$ cat src/rtl/dt_pack_if.sv
// dt_pack_if: pixel-RAM read bus, packed-image write bus and the start/done
// control pair of the binarising packer, bundled for module ports.
//
// Handshake semantics (the only ones on this bus):
//   start    one-cycle pulse from the environment, acted on only while the
//            packer is idle or done; ignored at any other time.
//   done     level, high while the packer sits in DONE.
//   res_rd   read request with res_addr in the same cycle; the RAM returns
//            res_di in the following cycle. There is no ready or stall.
//   sti_wr   one-cycle write strobe; sti_addr/sti_do are meaningful only
//            while sti_wr=1. The sink must accept every strobe.
interface dt_pack_if;
  logic        start;
  logic        done;
  logic        res_rd;
  logic [13:0] res_addr;
  logic [7:0]  res_di;
  logic        sti_wr;
  logic [9:0]  sti_addr;
  logic [15:0] sti_do;

  // The packer masters both RAM buses and reports done.
  modport master (
    input  start, res_di,
    output done, res_rd, res_addr, sti_wr, sti_addr, sti_do
  );

  // Environment side: pulses start, serves reads, sinks writes.
  modport slave (
    output start, res_di,
    input  done, res_rd, res_addr, sti_wr, sti_addr, sti_do
  );
endinterface

$ cat src/rtl/dt_pack.sv
// dt_pack: thresholds 16384 byte pixels and packs them, 16 per word, into
// 1024 16-bit words. Pixel 16*w+i lands in bit i of word w.
// Per word: 16 READ cycles issue the addresses, LAST catches the final
// pixel (RAM has one cycle of read latency), WRITE emits the word.
module dt_pack #(
  parameter logic [7:0] THRESH = 8'd0
) (
  input  logic             clk,
  input  logic             reset,
  dt_pack_if.master        bus,
  output logic [2:0]       o_dbg_state
);

  typedef enum logic [2:0] {
    S_IDLE  = 3'd0,
    S_READ  = 3'd1,
    S_LAST  = 3'd2,
    S_WRITE = 3'd3,
    S_DONE  = 3'd4
  } state_t;

  state_t      r_state;
  state_t      w_nxt_state;
  logic [9:0]  r_word;
  logic [9:0]  w_nxt_word;
  logic [3:0]  r_pix;
  logic [3:0]  w_nxt_pix;
  logic [15:0] r_acc;
  logic        w_bit;

  // Unsigned compare of the pixel returned by the RAM this cycle.
  assign w_bit = (bus.res_di > THRESH);

  assign o_dbg_state = r_state;

  // Next-state and next-counter logic; word index only moves at WRITE exit
  // and only wraps back to zero through a restart.
  always_comb begin
    w_nxt_state = r_state;
    w_nxt_word  = r_word;
    w_nxt_pix   = r_pix;
    case (r_state)
      S_IDLE, S_DONE: begin
        if (bus.start) begin
          w_nxt_state = S_READ;
          w_nxt_word  = '0;
          w_nxt_pix   = '0;
        end
      end
      S_READ: begin
        if (r_pix == 4'd15) begin
          w_nxt_state = S_LAST;
        end else begin
          w_nxt_pix = r_pix + 4'd1;
        end
      end
      S_LAST: begin
        w_nxt_state = S_WRITE;
      end
      S_WRITE: begin
        if (r_word == 10'd1023) begin
          w_nxt_state = S_DONE;
        end else begin
          w_nxt_state = S_READ;
          w_nxt_word  = r_word + 10'd1;
          w_nxt_pix   = '0;
        end
      end
      default: begin
        w_nxt_state = S_IDLE;
      end
    endcase
  end

  // State and counter registers.
  always_ff @(posedge clk or posedge reset) begin
    if (reset) begin
      r_state <= S_IDLE;
      r_word  <= '0;
      r_pix   <= '0;
    end else begin
      r_state <= w_nxt_state;
      r_word  <= w_nxt_word;
      r_pix   <= w_nxt_pix;
    end
  end

  // Accumulator: cleared on READ 0, then each returning pixel i-1 is stored
  // during READ i; LAST stores pixel 15.
  always_ff @(posedge clk or posedge reset) begin
    if (reset) begin
      r_acc <= '0;
    end else if (r_state == S_READ) begin
      if (r_pix == 4'd0) begin
        r_acc <= '0;
      end else begin
        r_acc[r_pix - 4'd1] <= w_bit;
      end
    end else if (r_state == S_LAST) begin
      r_acc[15] <= w_bit;
    end
  end

  // Registered outputs, loaded from the next state so they line up with the
  // state they belong to. res_addr holds through LAST; sti_do picks up
  // pixel 15 directly since the accumulator only gets it on the same edge.
  always_ff @(posedge clk or posedge reset) begin
    if (reset) begin
      bus.res_rd   <= 1'b0;
      bus.res_addr <= '0;
      bus.sti_wr   <= 1'b0;
      bus.sti_addr <= '0;
      bus.sti_do   <= '0;
      bus.done     <= 1'b0;
    end else begin
      bus.res_rd <= (w_nxt_state == S_READ);
      if (w_nxt_state == S_READ) begin
        bus.res_addr <= {w_nxt_word, w_nxt_pix};
      end
      bus.sti_wr <= (w_nxt_state == S_WRITE);
      if (w_nxt_state == S_WRITE) begin
        bus.sti_addr <= r_word;
        bus.sti_do   <= {w_bit, r_acc[14:0]};
      end
      bus.done <= (w_nxt_state == S_DONE);
    end
  end

endmodule

$ cat src/flat_wrapper.sv
// flat-port wrapper written by rule: the top's interface ports become plain ports
module dt_pack_flat 
#(
  parameter logic [7:0] THRESH = 8'd0
)
  (clk, reset, o_dbg_state, bus_start, bus_res_di, bus_done, bus_res_rd, bus_res_addr, bus_sti_wr, bus_sti_addr, bus_sti_do);
  dt_pack_if bus_i ();
  input  logic clk;
  input  logic reset;
  output logic [2:0] o_dbg_state;
  input wire logic [$bits(bus_i.start)-1:0] bus_start;
  input wire logic [$bits(bus_i.res_di)-1:0] bus_res_di;
  output wire logic [$bits(bus_i.done)-1:0] bus_done;
  output wire logic [$bits(bus_i.res_rd)-1:0] bus_res_rd;
  output wire logic [$bits(bus_i.res_addr)-1:0] bus_res_addr;
  output wire logic [$bits(bus_i.sti_wr)-1:0] bus_sti_wr;
  output wire logic [$bits(bus_i.sti_addr)-1:0] bus_sti_addr;
  output wire logic [$bits(bus_i.sti_do)-1:0] bus_sti_do;
  assign bus_i.start = bus_start;
  assign bus_i.res_di = bus_res_di;
  assign bus_done = bus_i.done;
  assign bus_res_rd = bus_i.res_rd;
  assign bus_res_addr = bus_i.res_addr;
  assign bus_sti_wr = bus_i.sti_wr;
  assign bus_sti_addr = bus_i.sti_addr;
  assign bus_sti_do = bus_i.sti_do;
  dt_pack #(.THRESH(THRESH)) u_core (.clk(clk), .reset(reset), .bus(bus_i), .o_dbg_state(o_dbg_state));
endmodule
$ cat config.mk
export PLATFORM = sky130hd
export DESIGN_NAME = dt_pack_flat
export DESIGN_NICKNAME = d
export VERILOG_FILES = /design/src/rtl/dt_pack_if.sv /design/src/rtl/dt_pack.sv /design/src/flat_wrapper.sv
export SDC_FILE = /design/constraint.sdc
export NUM_CORES = 1
export LEC_CHECK = 0
export BUFFER_PORTS_ARGS = -buffer_cell sky130_fd_sc_hd__clkbuf_2
export CELL_PAD_IN_SITES_DETAIL_PLACEMENT = 1
export CELL_PAD_IN_SITES_GLOBAL_PLACEMENT = 2
export CORE_MARGIN = 4
export CORE_UTILIZATION = 30
export DETAILED_ROUTE_END_ITERATION = 6
export GPL_ROUTABILITY_DRIVEN = 0
export PLACE_DENSITY_LB_ADDON = 0.1
export SLEW_MARGIN = 20
export SYNTH_ARGS = -nofsm -noshare
export SYNTH_HDL_FRONTEND = slang
export SYNTH_SLANG_ARGS = --single-unit
$ cat constraint.sdc
create_clock -name clk -period 4.4 [get_ports clk]
set_input_delay 0.66 -clock clk [delete_from_list [all_inputs] [get_ports clk]]
set_output_delay 0.66 -clock clk [all_outputs]
set_load 0.05 [all_outputs]
# After elaboration in Yosys (flattened, before gate mapping)
# Cells that the tools add are included.
# totals
regBits,76
inputBits,11
out_inout_bits,46
wordCells,48
# op_classes
add_sub_neg,3
magnitude_cmp,3
n_eq_ne,9
muxes,17
n_reduce_logical,5
# op_table
cell,count
two-way mux 10 bit,2
case mux 10 bit (2 select lines),1
bitwise mux 16 bit,1
two-way mux 16 bit,1
two-way mux 4 bit,3
case mux 3 bit (4 select lines),1
case mux 4 bit (3 select lines),1
adder 10 x 1 -> 10 bit (second input constant),1
== test 10 bit (second input constant),1
== test 3 x 2 -> 1 bit (second input constant),3
two-way mux 3 bit,3
greater-than comparator 8 x 1 -> 1 bit (second input constant),1
== test 3 x 1 -> 1 bit (second input constant),2
== test 3 bit (second input constant),2
< comparator 4 x 5 -> 1 bit (second input constant),1
adder 4 x 1 -> 4 bit (second input constant),1
demux 1 bit (select 4 bit),1
== test 4 bit (second input constant),1
greater-or-equal comparator 4 x 1 -> 1 bit (second input constant),1
zero test 4 bit,1
subtractor 4 x 1 -> 4 bit (second input constant),1
zero test 3 bit,1
two-way mux 1 bit,3
nonzero test 2 bit,1
other kinds (2),2

# Depth between registers and ports, before layout
# Gate-level depths: netlist (run 1).
# logic_depth
ltp_word,8
mapped_depth,9
depth_no_buf,6

# Worst setup path after synthesis (run 1)
# Ideal clock, no wire load.
# synth_timing
path_kind,reg2reg
from,reg u_core.r_state[1] (netlist: u_core.o_dbg_state[1])
to,reg u_core.bus.res_addr[10]
setup_ns,0.125
t_arrival_ns,2.067
t_required_ns,4.275
slack_ns,2.208
stages_incl_launch_ff,9
n_path_buf,3
period_less_slack_ns,2.192
path_cell_list,dfrtp_1 > or3b_1 > buf_6 > o21a_4 > or2_1 > buf_6 > inv_6 > buf_12 > mux2_4
# synth_between
elab_chain_cells,4
word_cells_on_any_way,11
cone_classes,eq/ne (5); mux (4); reduce/logical (2)
# synth_rtl
element,line_no,source
from (decl),dt_pack.sv:22,state_t r_state;
from (signal assigned),dt_pack.sv:82,r_state <= w_nxt_state;
== test 3 bit / zero test 3 bit (equally long branches),dt_pack.sv:42,case (r_state)
OR reduction 2 bit,dt_pack.sv:42,
case mux 3 bit (4 select lines),dt_pack.sv:42,
== test 3 x 1 -> 1 bit,dt_pack.sv:117,if (w_nxt_state == S_READ) begin
to (signal assigned),dt_pack.sv:118,"bus.res_addr <= {w_nxt_word, w_nxt_pix};"
to (decl),dt_pack_if.sv:25,"output done, res_rd, res_addr, sti_wr, sti_addr, sti_do"
# Parallel ways exist; a longest one is shown, timed or not.
# A chain may end at the register's enable or synchronous reset.

# Worst setup path in the final report (run 1)
# layout_timing
from,reg u_core.r_state[0] (netlist: u_core.o_dbg_state[0])
to,reg u_core.bus.res_addr[13]
# Same word-level chain as after synthesis.

==> impl_metrics.xml, run 1 <==
<?xml version="1.0" encoding="UTF-8"?>
<metrics>
  <group name="yosys">
    <metric name="postSynthCellCount" unit="">308</metric>
    <metric name="portion_of_synthesized_cell_area_occupied_by_the_leading_cell_type" unit="">0.5210</metric>
    <metric name="synth.ff_latch_count" unit="">75</metric>
    <metric name="synth_enable_flop_cells" unit="">0</metric>
    <metric name="synthesis.yosys.warnings" unit="">0</metric>
    <metric name="synth.largest_area_cell" unit="">sky130_fd_sc_hd__dfrtp_1</metric>
    <metric name="synthArstFlopShare" unit="">1.000</metric>
    <metric name="postSynthAreaPerCell" unit="sq um">11.70</metric>
    <metric name="ys_types" unit="">58</metric>
    <metric name="synthFlopType" unit="">sky130_fd_sc_hd__dfrtp_1</metric>
    <metric name="top_cells_by_area_synth" unit="">sky130_fd_sc_hd__dfrtp_1 (52%), sky130_fd_sc_hd__mux2_2 (8.1%), sky130_fd_sc_hd__a32o_1 (3.1%)</metric>
    <metric name="post_syn_area" unit="sq um">3602</metric>
    <metric name="syn-num-nets" unit="">325</metric>
    <metric name="synth_sequential_area_ratio" unit="">0.5210</metric>
  </group>
  <group name="cts">
    <metric name="clock_sink_count" unit="">75</metric>
    <metric name="clock_tree.buffer_depth" unit="">2</metric>
    <metric name="cts_tree" unit="">done</metric>
    <metric name="post_cts_resize_count" unit="">0</metric>
    <metric name="cts_hold_repair.buffers" unit="">0</metric>
    <metric name="clk_root_buffer_cell" unit="">sky130_fd_sc_hd__clkbuf_16</metric>
    <metric name="clock_latency" unit="ns">0.34</metric>
    <metric name="cts_made_buffers" unit="">9</metric>
    <metric name="post_cts.repair.setup_buffers" unit="">0</metric>
    <metric name="clock_pin_slew_of_the_registers_on_the_worst_case_setup_and_hold_paths" unit="ns">0.06</metric>
    <metric name="htree_levels" unit="">3</metric>
  </group>
  <group name="worst_setup_path">
    <metric name="critical_path.startpoint_type" unit="">register</metric>
    <metric name="worst-endpoint-arrival" unit="ns">2.59</metric>
    <metric name="cp_slowest_stage_delay" unit="ns">0.61</metric>
    <metric name="end_kind" unit="">register</metric>
    <metric name="timing.critical_path.required" unit="ns">4.62</metric>
    <metric name="crit_buf_inv" unit="">1</metric>
    <metric name="worstSetupPathType" unit="">register to register</metric>
    <metric name="cpMaxStageDelayCell" unit="">sky130_fd_sc_hd__or3b_1</metric>
    <metric name="path_cells" unit="">or3b_1, o21a_4, or2_1, inv_6, mux2_2</metric>
    <metric name="critPathTopFamily" unit="">simple AND/OR/NAND/NOR gates</metric>
    <metric name="critPathMaxFanout" unit="">16</metric>
  </group>
  <group name="final_layout">
    <metric name="area_delta_synth_final" unit="%">19.10</metric>
    <metric name="fill_cell_instance_count_of_the_final_layout" unit="">1288</metric>
    <metric name="fin_nets" unit="">378</metric>
    <metric name="antenna-diode-count" unit="">0</metric>
    <metric name="mostFrequentLayoutCell" unit="">sky130_fd_sc_hd__dfrtp_1</metric>
    <metric name="mostFrequentLayoutCells" unit="">sky130_fd_sc_hd__dfrtp_1 (75), sky130_fd_sc_hd__clkbuf_2 (56), sky130_fd_sc_hd__mux2_2 (26), sky130_fd_sc_hd__nand2_1 (19), sky130_fd_sc_hd__o21ai_0 (18)</metric>
    <metric name="multi_input_area" unit="sq um">1592</metric>
    <metric name="drive_above_1_share" unit="">0.3178</metric>
    <metric name="final-seq-area" unit="sq um">1877</metric>
  </group>
  <group name="timing">
    <metric name="rsz0062_at_grt" unit="">no</metric>
    <metric name="holdWs" unit="ns">0.4479</metric>
    <metric name="hold_viol_final" unit="">0</metric>
    <metric name="fin_skew" unit="ns">0.006738</metric>
    <metric name="final_report_max_slew_violation_count" unit="">0</metric>
    <metric name="max_freq" unit="MHz">421.9</metric>
    <metric name="final_period_minus_worst_setup_slack" unit="ns">2.370</metric>
    <metric name="tightest_slew" unit="ns">0.8746</metric>
    <metric name="finalSetupViolations" unit="">0</metric>
    <metric name="finalCritPeriodShare" unit="">0.5387</metric>
    <metric name="setup-tns-final" unit="ns">0</metric>
    <metric name="max_slew_margin" unit="">0.4157</metric>
  </group>
  <group name="grt">
    <metric name="met2_usage" unit="">0.2525</metric>
    <metric name="number_of_antenna_violations_at_the_first_check_in_global_routing" unit="">0</metric>
    <metric name="grt_most_used_layer" unit="">met2</metric>
    <metric name="grt_util_met1" unit="">0.1798</metric>
    <metric name="overflow" unit="">0</metric>
    <metric name="grt_pass1_vias" unit="">2930</metric>
    <metric name="grt_max_degree" unit="">48</metric>
    <metric name="grt_use_met3" unit="">0.03796</metric>
    <metric name="first_pass_grt_wire_length" unit="um">16240</metric>
    <metric name="grt_use_total" unit="">0.1486</metric>
  </group>
  <group name="drt">
    <metric name="drt-initial-drc-count" unit="">84</metric>
    <metric name="wl" unit="um">9677</metric>
    <metric name="drt-wirelength-per-cell" unit="um">19.05</metric>
    <metric name="dr_total_vias" unit="">2691</metric>
    <metric name="post_drt_via_cell_ratio" unit="">5.297</metric>
    <metric name="antenna_violating_nets_post_route" unit="">0</metric>
    <metric name="drcViolationCount" unit="">0</metric>
    <metric name="drt_pass1_iterations" unit="">4</metric>
  </group>
  <group name="power">
    <metric name="power_density" unit="nW/um^2">709.8</metric>
    <metric name="vdd_drop_max" unit="uV">292.5</metric>
    <metric name="leakagePower" unit="nW">2.023</metric>
  </group>
  <group name="die">
    <metric name="die_h" unit="um">117.6</metric>
    <metric name="io_pins" unit="">57</metric>
    <metric name="floorplan.initialDensity" unit="">0.3115</metric>
    <metric name="core_region_area" unit="sq um">11560</metric>
    <metric name="die_w" unit="um">117.6</metric>
    <metric name="row_count" unit="">39</metric>
    <metric name="design.die.area" unit="sq um">13830</metric>
  </group>
  <group name="hold_path">
    <metric name="path_category_of_the_worst_min_delay_check" unit="">input port to asynchronous set/reset pin</metric>
  </group>
  <group name="outcome">
    <metric name="outcome" unit="">finished, final reports clean</metric>
  </group>
  <group name="placed_design">
    <metric name="io_buffers" unit="">56</metric>
    <metric name="hpwl" unit="um">7050</metric>
  </group>
  <group name="job">
    <metric name="max_cap_viol_count" unit="">0</metric>
  </group>
</metrics>
[synth_stat cells (all sizes together) (3+ instances only)]
cell	count
nor2	7
a31oi	7
a21oi	6
a32o	11
mux2	33
a22o	3
o31ai	3
clkbuf	6
o21ai	19
and3	3
nor3b	7
and2	10
nand2	19
a21boi	6
inv	9
nand3	5
ha	6
nor3	4
buf	10
or2	4
o22ai	6
nor2b	3
dfrtp	75
nand4	4
nor4	5
a211oi	6
[path summary, 6_finish.rpt]
kind	from	endpoint	slack, ns	depth (start not counted)
max	u_core.o_dbg_state[0]$_DFF_PP0_	u_core.bus.res_addr[13]$_DFFE_PP0N_	2.03	5
min in group clk	u_core.bus.sti_do[9]$_DFFE_PP0N_	u_core.bus.sti_do[9]$_DFFE_PP0N_	0.50	1
max reg2reg	u_core.o_dbg_state[0]$_DFF_PP0_	u_core.bus.res_addr[13]$_DFFE_PP0N_	2.03	5
max in group asynchronous	reset	u_core.bus.res_addr[6]$_DFFE_PP0N_	3.07	3
min	reset	u_core.bus.res_addr[1]$_DFFE_PP0N_	0.45	2
min reg2reg	u_core.bus.sti_do[9]$_DFFE_PP0N_	u_core.bus.sti_do[9]$_DFFE_PP0N_	0.50	1
[through the flow]
stage	total power, mW	std cells	util	setup WS, ns	area, sq um
2_1_floorplan	1.999	308	-	1.830	3602
5_1_grt	3.249	508	0.3710	1.900	4290
4_1_cts	3.104	508	0.3710	2.002	4290
6_report	3.045	508	0.3710	2.030	4290
3_5_place_dp	2.306	493	0.3444	1.897	3983
3_3_place_gp	2.292	493	0.3444	1.960	3983
[registers in the layout, indices dropped and copies added (netlist names)]
signal and cells:
u_core.r_word 10, u_core.bus.res_rd 1, u_core.o_dbg_state 3, u_core.bus.res_addr 14, u_core.bus.done 1, u_core.bus.sti_wr 1, u_core.bus.sti_do 16, u_core.r_pix 4
u_core.bus.sti_addr 10, u_core.r_acc 15
[logic make-up (layout without fill, tap and decap cells)]
logic type,count (synthesis),count (layout),share of synthesized area
AO/OA/AOI/OAI,83,83,0.1674
adder cells (fa/ha/maj),6,6,0.02084
buffers and inverters,25,82,0.03855
flip-flops,75,75,0.5210
multiplexers,35,35,0.1160
AND/OR/NAND/NOR,84,84,0.1362
[power by group]
| part | internal (mW) | total [mW] | switching, mW |
|---|---|---|---|
| Combinational | 0.412 | 1.24 | 0.823 |
| Clock | 0.492 | 0.774 | 0.282 |
| Sequential | 0.874 | 1.04 | 0.162 |
| Total | 1.78 | 3.05 | 1.27 |
[per-layer routing]
layer  vias up  routed length, um
met5         -                  0
met4         0                244
met3        12                281
met2        47               4806
met1      1369               4344
li1       1263                  -
[cell type report]
cell class	instances	area share
flip-flops and latches	75	0.4374
multi-input cells	208	0.3710
repair buffers	58	0.06882
clock buffers	10	0.05337
well taps	143	0.04170
clock inverters	5	0.01837
inverters	9	0.009332
[worst register-to-register path: cells and delay by family (launching register included)]
family | cells | cell delay [ns]
and+or+nand+nor | 2 | 0.94
AOI/OAI and AO/OA | 1 | 0.20
buffers and inverters | 1 | 0.19
DFF | 1 | 0.57
muxes | 1 | 0.36
Note: power is estimated with default switching activity, not from simulation.
==> run 2: changes to the inputs <==
clock period = 2.4 ns   (was 4.4 ns; I/O delays follow)
==> impl_metrics.xml, run 2 (synthesis results as in run 1) <==
<?xml version="1.0" encoding="UTF-8"?>
<metrics>
  <group name="power">
    <metric name="leakagePower" unit="nW">2.073</metric>
    <metric name="power.share.switching" unit="">0.4285</metric>
    <metric name="power_frac_seq" unit="">0.337</metric>
    <metric name="power_density" unit="nW/um^2">1268</metric>
    <metric name="vdd_drop_max" unit="uV">547.1</metric>
    <metric name="p_int" unit="mW">3.170</metric>
    <metric name="power_frac_comb" unit="">0.429</metric>
    <metric name="clockPowerShare" unit="">0.234</metric>
    <metric name="power.net_switching" unit="mW">2.377</metric>
  </group>
  <group name="die">
    <metric name="core_region_area" unit="sq um">11560</metric>
    <metric name="die_w" unit="um">117.6</metric>
    <metric name="die_h" unit="um">117.6</metric>
    <metric name="design.die.area" unit="sq um">13830</metric>
    <metric name="row_count" unit="">39</metric>
    <metric name="floorplan.initialDensity" unit="">0.3115</metric>
    <metric name="io_pins" unit="">57</metric>
  </group>
  <group name="placed_design">
    <metric name="total_placed_cells_including_tap_cells" unit="">505</metric>
    <metric name="placed_cell_area" unit="sq um">4085</metric>
    <metric name="preCtsSetupSlack" unit="ns">0.1748</metric>
    <metric name="io_buffers" unit="">56</metric>
    <metric name="hpwl" unit="um">7314</metric>
  </group>
  <group name="timing">
    <metric name="hold_viol_final" unit="">0</metric>
    <metric name="tightest_slew" unit="ns">0.6230</metric>
    <metric name="fin_skew" unit="ns">0.007560</metric>
    <metric name="max_freq" unit="MHz">464.4</metric>
    <metric name="setup-tns-final" unit="ns">0</metric>
    <metric name="max_slew_margin" unit="">0.5842</metric>
    <metric name="rsz0062_at_grt" unit="">no</metric>
    <metric name="finalCritPeriodShare" unit="">0.8972</metric>
    <metric name="fin_ws" unit="ns">0.2467</metric>
    <metric name="final_period_minus_worst_setup_slack" unit="ns">2.153</metric>
    <metric name="holdWs" unit="ns">0.06592</metric>
    <metric name="final_report_max_slew_violation_count" unit="">0</metric>
    <metric name="finalSetupViolations" unit="">0</metric>
  </group>
  <group name="drt">
    <metric name="post_drt_via_cell_ratio" unit="">5.180</metric>
    <metric name="drt-initial-drc-count" unit="">120</metric>
    <metric name="antenna_violating_nets_post_route" unit="">0</metric>
    <metric name="dr_total_vias" unit="">2699</metric>
    <metric name="drt_pass1_iterations" unit="">5</metric>
    <metric name="drcViolationCount" unit="">0</metric>
    <metric name="drt-wirelength-per-cell" unit="um">19.09</metric>
    <metric name="wl" unit="um">9948</metric>
  </group>
  <group name="final_layout">
    <metric name="area_delta_synth_final" unit="%">21.47</metric>
    <metric name="antenna-diode-count" unit="">0</metric>
    <metric name="stdcell_count" unit="">521</metric>
    <metric name="leading_registers_by_flop_count" unit="">u_core.bus.sti_do: 16 flops, u_core.r_acc: 15 flops, u_core.bus.res_addr: 14 flops</metric>
    <metric name="fin_nets" unit="">390</metric>
    <metric name="mostFrequentLayoutCell" unit="">sky130_fd_sc_hd__dfrtp_1</metric>
    <metric name="register_containing_the_most_flip_flops_in_the_final_layout" unit="">u_core.bus.sti_do</metric>
    <metric name="mostFrequentLayoutCells" unit="">sky130_fd_sc_hd__dfrtp_1 (75), sky130_fd_sc_hd__clkbuf_2 (56), sky130_fd_sc_hd__mux2_2 (26), sky130_fd_sc_hd__nand2_1 (19), sky130_fd_sc_hd__o21ai_0 (18)</metric>
    <metric name="drive_above_1_share" unit="">0.3439</metric>
    <metric name="largest_register_ffs" unit="">16</metric>
    <metric name="layout.cell_area.non_filler" unit="sq um">4375</metric>
  </group>
  <group name="worst_setup_path">
    <metric name="end_kind" unit="">register</metric>
    <metric name="crit_buf_inv" unit="">1</metric>
    <metric name="cpMaxStageDelayCell" unit="">sky130_fd_sc_hd__dfrtp_1</metric>
    <metric name="critPathMaxFanout" unit="">15</metric>
    <metric name="worst-endpoint-arrival" unit="ns">2.38</metric>
    <metric name="path_cells" unit="">inv_1, ha_1, nor3b_1, nand2_1, a32o_1</metric>
    <metric name="timing.critical_path.required" unit="ns">2.63</metric>
    <metric name="cp_slowest_stage_delay" unit="ns">0.45</metric>
    <metric name="worstSetupPathType" unit="">register to register</metric>
    <metric name="critPathTopFamily" unit="">simple AND/OR/NAND/NOR gates</metric>
    <metric name="critical_path.startpoint_type" unit="">register</metric>
  </group>
  <group name="grt">
    <metric name="grt_max_degree" unit="">34</metric>
    <metric name="grt_use_met3" unit="">0.04757</metric>
    <metric name="met2_usage" unit="">0.2460</metric>
    <metric name="grt_use_total" unit="">0.1496</metric>
    <metric name="grt_util_met1" unit="">0.1910</metric>
    <metric name="number_of_antenna_violations_at_the_first_check_in_global_routing" unit="">0</metric>
    <metric name="first_pass_grt_wire_length" unit="um">16230</metric>
    <metric name="overflow" unit="">0</metric>
    <metric name="grt_pass1_vias" unit="">2872</metric>
    <metric name="grt_most_used_layer" unit="">met2</metric>
  </group>
  <group name="cts">
    <metric name="htree_levels" unit="">3</metric>
    <metric name="post_cts_resize_count" unit="">0</metric>
    <metric name="clk_root_buffer_cell" unit="">sky130_fd_sc_hd__clkbuf_16</metric>
    <metric name="cts_tree" unit="">done</metric>
    <metric name="clock_pin_slew_of_the_registers_on_the_worst_case_setup_and_hold_paths" unit="ns">0.06</metric>
    <metric name="clock_latency" unit="ns">0.34</metric>
    <metric name="cts_hold_repair.buffers" unit="">0</metric>
    <metric name="clock_tree.buffer_depth" unit="">2</metric>
    <metric name="cts_made_buffers" unit="">9</metric>
    <metric name="clock_sink_count" unit="">75</metric>
    <metric name="post_cts.repair.setup_buffers" unit="">0</metric>
  </group>
  <group name="hold_path">
    <metric name="path_category_of_the_worst_min_delay_check" unit="">input port to asynchronous set/reset pin</metric>
  </group>
  <group name="outcome">
    <metric name="outcome" unit="">finished, final reports clean</metric>
  </group>
  <group name="job">
    <metric name="max_cap_viol_count" unit="">0</metric>
  </group>
</metrics>
run 2: changes by cell type in the layout (fill, tap and decap cells not counted), sizes merged:
cell	previous run	this run
buf	2	14
bufinv	2	0
clkbuf	66	67
clkinvlp	0	2
run 2: cell type report:
type,count,area (sq um)
clock buffer,11,252.7
clock inverter,5,37.54
fill,1277,7189
inverter,9,40.04
multi-input combinational,208,1592
sequential,75,1877
tap,143,178.9
timing repair buffer,70,397.9
run 2: worst paths after layout:
path | startpoint | cells past startpoint | slack (ns) | end
setup / recovery | u_core.r_pix[0]$_DFF_PP0_ | 5 | 0.25 | u_core.r_acc[5]$_DFFE_PP0P_
hold / removal | reset | 2 | 0.07 | u_core.bus.res_addr[2]$_DFFE_PP0N_
setup reg to reg | u_core.r_pix[0]$_DFF_PP0_ | 5 | 0.25 | u_core.r_acc[5]$_DFFE_PP0P_
hold reg to reg | u_core.bus.sti_do[11]$_DFFE_PP0N_ | 1 | 0.51 | u_core.bus.sti_do[11]$_DFFE_PP0N_
max in group asynchronous | reset | 3 | 1.76 | u_core.bus.res_addr[10]$_DFFE_PP0N_
min in group clk | bus_start | 2 | 0.27 | u_core.o_dbg_state[2]$_DFF_PP0_
run 2: power by group through the flow:
stage | logic [mW] | registers (mW) | clock network (mW)
5_1_grt | 2.56 | 1.93 | 1.41
3_3_place_gp | 2.38 | 1.89 | 0
2_1_floorplan | 1.25 | 2.41 | 0
3_5_place_dp | 2.40 | 1.90 | 0
4_1_cts | 2.41 | 1.88 | 1.35
6_report | 2.38 | 1.87 | 1.30
run 2: stage by stage:
stage            util  total power [mW]
6_report       0.3783             5.547
5_1_grt        0.3783             5.897
4_1_cts        0.3783             5.639
3_5_place_dp   0.3532             4.304
3_3_place_gp   0.3532             4.273
2_1_floorplan       -             3.665
run 2: worst register-to-register path: stages (launching register included):
cell and delay (ns):
sky130_fd_sc_hd__dfrtp_1 0.45, sky130_fd_sc_hd__inv_1 0.18, sky130_fd_sc_hd__ha_1 0.30, sky130_fd_sc_hd__nor3b_1 0.35
sky130_fd_sc_hd__nand2_1 0.39, sky130_fd_sc_hd__a32o_1 0.38
run 2: metal layers:
layer / share of wire / up-vias
met5: 0 / -
li1: - / 1302
met1: 0.47 / 1354
met2: 0.49 / 38
met4: 0.0060 / 0
met3: 0.029 / 5
